<file path="src/rtl/uart_tx_arbiter_pkg.sv">
// Shared types and defaults for the uart_tx arbiter slice.
// FSM state encodings and default sizing live here.
package uart_tx_arbiter_pkg;

  localparam int unsigned DEF_NUM_REQ = 4;
  localparam int unsigned DEF_LENGTH  = 8;
  localparam int unsigned DEF_TIMEOUT = 64;

  typedef enum logic [2:0] {
    S_IDLE  = 3'd0,
    S_START = 3'd1,
    S_WAIT  = 3'd2,
    S_DONE  = 3'd3,
    S_ABORT = 3'd4
  } arb_state_e;

  function automatic int unsigned idx_w(
    input int unsigned n
  );
    return (n > 1) ? $clog2(n) : 1;
  endfunction

endpackage

</file>
<file path="src/rtl/uart_tx_arbiter_rr_pick.sv">
// Round-robin picker: rotate by ptr, priority-encode, un-rotate.
// Purely combinational; lowest index at or above ptr wins.
module uart_tx_arbiter_rr_pick
  import uart_tx_arbiter_pkg::*;
#(
  parameter int unsigned N  = DEF_NUM_REQ,
  parameter int unsigned IW = idx_w(DEF_NUM_REQ)
) (
  input  logic [N-1:0]  req_i,
  input  logic [IW-1:0] ptr_i,
  output logic          any_o,
  output logic [IW-1:0] idx_o
);

  logic [2*N-1:0] dbl;
  logic [N-1:0]   rot;
  logic [IW-1:0]  enc;
  logic [IW:0]    sum;

  always_comb begin
    dbl = {req_i, req_i} >> ptr_i;
    rot = dbl[N-1:0];
    enc = '0;
    for (int i = N - 1; i >= 0; i--) begin
      if (rot[i]) enc = IW'(i);
    end
    // ptr < N and enc < N, so one subtract folds the wrap
    sum = {1'b0, enc} + {1'b0, ptr_i};
    if (sum >= (IW+1)'(N)) sum = sum - (IW+1)'(N);
    idx_o = sum[IW-1:0];
    any_o = |req_i;
  end

endmodule

</file>
<file path="src/rtl/uart_tx_arbiter.sv">
// Shares one uart_tx serialiser between NUM_REQ requesters.
// Round-robin grant, word latch, start pulse, done-edge wait, timeout.
module uart_tx_arbiter
  import uart_tx_arbiter_pkg::*;
#(
  parameter int unsigned NUM_REQ = DEF_NUM_REQ,
  parameter int unsigned LENGTH  = DEF_LENGTH,
  parameter int unsigned TIMEOUT = DEF_TIMEOUT
) (
  input  logic                        clk,
  input  logic                        rstn,
  input  logic                        enable,
  input  logic [NUM_REQ-1:0]          req_valid,
  input  logic [NUM_REQ*LENGTH-1:0]   req_data,
  output logic [NUM_REQ-1:0]          req_ready,
  output logic [LENGTH-1:0]           tx_data,
  output logic                        tx_start,
  input  logic                        tx_done,
  output logic                        busy,
  output logic [$clog2(NUM_REQ)-1:0]  grant_id,
  output logic                        sent,
  output logic                        timeout_err
);

  localparam int unsigned IW = $clog2(NUM_REQ);
  localparam int unsigned TW = $clog2(TIMEOUT) + 1;
  localparam logic [IW-1:0] LAST_ID = IW'(NUM_REQ - 1);
  localparam logic [TW-1:0] T_LAST  = TW'(TIMEOUT - 1);

  arb_state_e          state_q;
  logic [IW-1:0]       rr_ptr_q;
  logic [IW-1:0]       rr_ptr_d;
  logic [TW-1:0]       timer_q;
  logic                done_q;
  logic [LENGTH-1:0]   tx_data_q;
  logic [LENGTH-1:0]   word_d;
  logic [IW-1:0]       grant_q;
  logic [NUM_REQ-1:0]  ready_q;
  logic                start_q;
  logic                busy_q;
  logic                sent_q;
  logic                terr_q;

  logic                pick_any;
  logic [IW-1:0]       pick_idx;

  uart_tx_arbiter_rr_pick #(
    .N  (NUM_REQ),
    .IW (IW)
  ) u_pick (
    .req_i (req_valid),
    .ptr_i (rr_ptr_q),
    .any_o (pick_any),
    .idx_o (pick_idx)
  );

  always_comb begin
    word_d   = req_data[pick_idx*LENGTH +: LENGTH];
    rr_ptr_d = (grant_q == LAST_ID) ? '0 : grant_q + 1'b1;
  end

  always_ff @(posedge clk or negedge rstn) begin
    if (!rstn) begin
      state_q   <= S_IDLE;
      rr_ptr_q  <= '0;
      timer_q   <= '0;
      done_q    <= 1'b0;
      tx_data_q <= '0;
      grant_q   <= '0;
      ready_q   <= '0;
      start_q   <= 1'b0;
      busy_q    <= 1'b0;
      sent_q    <= 1'b0;
      terr_q    <= 1'b0;
    end else begin
      unique case (state_q)
        S_IDLE: begin
          if (enable && pick_any) begin
            tx_data_q <= word_d;
            grant_q   <= pick_idx;
            ready_q   <= NUM_REQ'(1) << pick_idx;
            start_q   <= 1'b1;
            busy_q    <= 1'b1;
            state_q   <= S_START;
          end
        end
        S_START: begin
          // sample done here so a level left over from the
          // previous word is not mistaken for completion
          start_q <= 1'b0;
          ready_q <= '0;
          timer_q <= '0;
          done_q  <= tx_done;
          state_q <= S_WAIT;
        end
        S_WAIT: begin
          done_q <= tx_done;
          if (tx_done && !done_q) begin
            sent_q  <= 1'b1;
            state_q <= S_DONE;
          end else begin
            timer_q <= timer_q + 1'b1;
            if (timer_q == T_LAST) begin
              terr_q  <= 1'b1;
              state_q <= S_ABORT;
            end
          end
        end
        S_DONE: begin
          sent_q   <= 1'b0;
          busy_q   <= 1'b0;
          rr_ptr_q <= rr_ptr_d;
          state_q  <= S_IDLE;
        end
        S_ABORT: begin
          terr_q   <= 1'b0;
          busy_q   <= 1'b0;
          rr_ptr_q <= rr_ptr_d;
          state_q  <= S_IDLE;
        end
        default: begin
          start_q <= 1'b0;
          ready_q <= '0;
          sent_q  <= 1'b0;
          terr_q  <= 1'b0;
          busy_q  <= 1'b0;
          state_q <= S_IDLE;
        end
      endcase
    end
  end

  assign req_ready   = ready_q;
  assign tx_data     = tx_data_q;
  assign tx_start    = start_q;
  assign busy        = busy_q;
  assign grant_id    = grant_q;
  assign sent        = sent_q;
  assign timeout_err = terr_q;

endmodule

</file>
<file path="config.mk">
export PLATFORM = sky130hd
export DESIGN_NAME = uart_tx_arbiter
export DESIGN_NICKNAME = d
export VERILOG_FILES = /design/src/rtl/uart_tx_arbiter_pkg.sv /design/src/rtl/uart_tx_arbiter_rr_pick.sv /design/src/rtl/uart_tx_arbiter.sv
export SDC_FILE = /design/constraint.sdc
export NUM_CORES = 1
export LEC_CHECK = 0
export ABC_CLOCK_PERIOD_IN_PS = 3700
export CORE_MARGIN = 2
export CORE_UTILIZATION = 35
export CTS_BUF_LIST = sky130_fd_sc_hd__clkbuf_16
export DETAILED_ROUTE_END_ITERATION = 10
export PLACE_DENSITY_LB_ADDON = 0.12
export SYNTH_ARGS = -nofsm -noshare
export SYNTH_HDL_FRONTEND = slang
export SYNTH_SLANG_ARGS = --single-unit
</file>
<file path="constraint.sdc">
create_clock -name clk -period 3.7 [get_ports clk]
set_clock_uncertainty 0.1 [all_clocks]
set_input_delay 0.74 -clock clk [delete_from_list [all_inputs] [get_ports clk]]
set_output_delay 0.74 -clock clk [all_outputs]
set_load 0.01 [all_outputs]
</file>
==> qor.yml <==
run_status:
  status: "finished, final reports clean"
cts:
  path_clk_slew_ps: 50
  postCtsHoldBufs: 0
  root_buffer: "clkbuf_16"
  numCtsBuffers: 5
  htree_levels: 2
  clk_latency_ps: 270
  cts.repair.resized: 0
  cts_tree: "built"
  cts_setup_buffers: 0
  cts_buffer_depth: 2
  cts_sinks: 31
synthesis:
  syn_area_sq_mm: 0.001939
  synth-seq-area-share: 0.4000
  avgSynthCellArea_sq_um: 9.105
  synth_warnings: 0
  syn_inst: 213
  ys.flop_type: "dfrtp_1"
  synth_fp_nets: 256
  async_flop_share: 1.000
  synth_edf_count: 0
  yosys_register_bits: 31
  synth_cell_type_count: 43
floorplanning:
  die_h_um: 78.44
  die_w_um: 78.44
  fp-row-count: 27
  num_io_pins: 58
  start_util: 0.3566
  dieArea_sq_mm: 0.006153
  core-area_sq_mm: 0.005439
sta:
  finalSetupViolCount: 0
  fin_tns_setup_ps: 0
  timing_hold_violations_final: 0
  maxSlewViolCount: 0
  tightest_slew_ps: 664.0
  fmax_mhz: 308.0
  rsz0062_at_grt: "no"
  slew_headroom: 0.5515
  holdWs_ps: 375.2
  setup_ws_ps: 453.3
  period_share: 0.8775
  min_period_ps: 3247
power:
  ir_worst_vdd_v: 0.0003356
  power_density_mw_per_mm2: 833.4
  leakagePower_nw: 1.159
setup_path:
  critPathMaxFanout: 9
  crit_type: "in2reg"
  cp.required_ps: 3730
  startpoint_type: "primary input"
  reg2reg_slack_ps: 910
  arrival_ps: 3280
  end_kind: "register"
detailed_routing:
  drt_iter0_drc: 107
  vias: 1779
  wl_um: 4962
  drtPass1Iterations: 4
  viasPerCell: 5.127
  wire_per_inst_um: 14.30
  route.detailed.drc: 0
  postRouteAntennaNets: 0
final_layout:
  syn_to_final_growth_pct: 44.32
  final_common_cell: "clkdlybuf4s50_1"
  layout_common_cells: "57 x clkdlybuf4s50_1, 31 x dfrtp_1, 28 x nand2_1"
  insertedDiodeCount: 0
  layout-drive-gt1-share: 0.09455
  nets: 317
  register_area_sq_um: 775.7
  multiInputGateArea_sq_mm: 0.001091
  fillers: 508
global_routing:
  grt_overflow_total: 0
  grt_max_degree: 32
  track_usage: 0.1680
  antenna_found_initial: 0
  grt_pass1_vias: 1673
  grt_pass1_wl_um: 8066
place:
  dpl.hpwl_um: 3611
  portBuffers: 57
  gp_congestion: 0.7657
  dp_slack_ps: 221.4
hold_path:
  hp-class: "reg2reg"
job:
  cap_violations: 0
area by class of cell:
class,instances,share of cell area
multi-input cells,167,0.3898
flip-flops and latches,31,0.2772
repair buffers,67,0.2307
clock buffers,5,0.04470
well taps,72,0.03219
clock inverters,3,0.02280
inverters,2,0.002682
worst max-delay path, cell delays in order:
cell and delay [ps]:
clkdlybuf4s50_1 650, nand2b_1 120, a21oi_1 150, nor2_1 50, a21oi_1 110, a21oi_1 80
ha_1 230, xor2_1 310, a31oi_4 110, a2111oi_0 600, o31ai_1 130
power by group:
group / leakage [nW] / internal, mW / switching, mW / total, mW
clock: 0.0952 / 0.383 / 0.143 / 0.526
sequential: 0.396 / 0.470 / 0.140 / 0.610
combinational: 0.667 / 0.583 / 0.614 / 1.20
total: 1.16 / 1.44 / 0.897 / 2.33
through the flow:
| stage | utilization | instances | area (sq um) | total power [mW] |
|---|---|---|---|---|
| floorplan | - | 213 | 1939 | 1.357 |
| global placement | 0.4799 | 339 | 2610 | 1.815 |
| detailed placement | 0.4799 | 339 | 2610 | 1.819 |
| CTS | 0.5146 | 347 | 2799 | 2.361 |
| global route | 0.5146 | 347 | 2799 | 2.524 |
| finish | 0.5146 | 347 | 2799 | 2.333 |
flip-flops by register name, summed over array words and instances (netlist names):
name,count
tx_start,1
req_ready,4
busy,1
rr_ptr_q,2
state_q,3
done_q,1
timer_q,7
tx_data,8
grant_id,2
timeout_err,1
sent,1
cells in the mapped netlist (all sizes together) (2+ instances only):
cell	n	area share
and3	3	0.0097
o21ai	10	0.026
dfrtp	31	0.40
a22o	4	0.018
nand2b	10	0.032
nand4	3	0.013
nor2	17	0.034
ha	3	0.019
inv	2	0.0039
nand3	3	0.0077
nand2	28	0.054
a21oi	10	0.026
nor2b	20	0.065
xor2	5	0.023
clkbuf	7	0.014
nor3	5	0.013
nor4	3	0.021
a2111oi	8	0.036
buf	6	0.020
o31ai	12	0.054
a22oi	2	0.0077
a221oi	8	0.036
kinds of logic (layout without fill, tap and decap cells):
| kind of cell | after synthesis | count (layout) | synth area share |
|---|---|---|---|
| multiplexers | 2 | 2 | 0.01097 |
| buffers and inverters | 15 | 77 | 0.03742 |
| AND/OR/NAND/NOR | 95 | 95 | 0.2626 |
| XOR/XNOR | 6 | 6 | 0.02710 |
| AO/OA/AOI/OAI | 61 | 61 | 0.2426 |
| flip-flops | 31 | 31 | 0.4000 |
| adder cells (fa/ha/maj) | 3 | 3 | 0.01936 |
routing by layer:
metal / GRT usage / share of wire
met5: 0 / 0
met4: 0.05789 / 0.0089
met3: 0.04023 / 0.033
met2: 0.2638 / 0.51
met1: 0.2264 / 0.45
path summary, 6_finish.rpt:
path                                         startpoint                 endpoint  cells after the start
worst max-delay path                       req_valid[1]   tx_data[7]$_DFFE_PN0P_                     11
worst min-delay path             tx_data[2]$_DFFE_PN0P_   tx_data[2]$_DFFE_PN0P_                      2
worst max register to register  rr_ptr_q[1]$_DFFE_PN0P_   tx_data[7]$_DFFE_PN0P_                     10
worst min register to register   tx_data[2]$_DFFE_PN0P_   tx_data[2]$_DFFE_PN0P_                      2
max in group asynchronous                          rstn  rr_ptr_q[1]$_DFFE_PN0P_                      2
min in group asynchronous                          rstn         busy$_DFFE_PN0P_                      2
(Power assumes the default switching activity.)
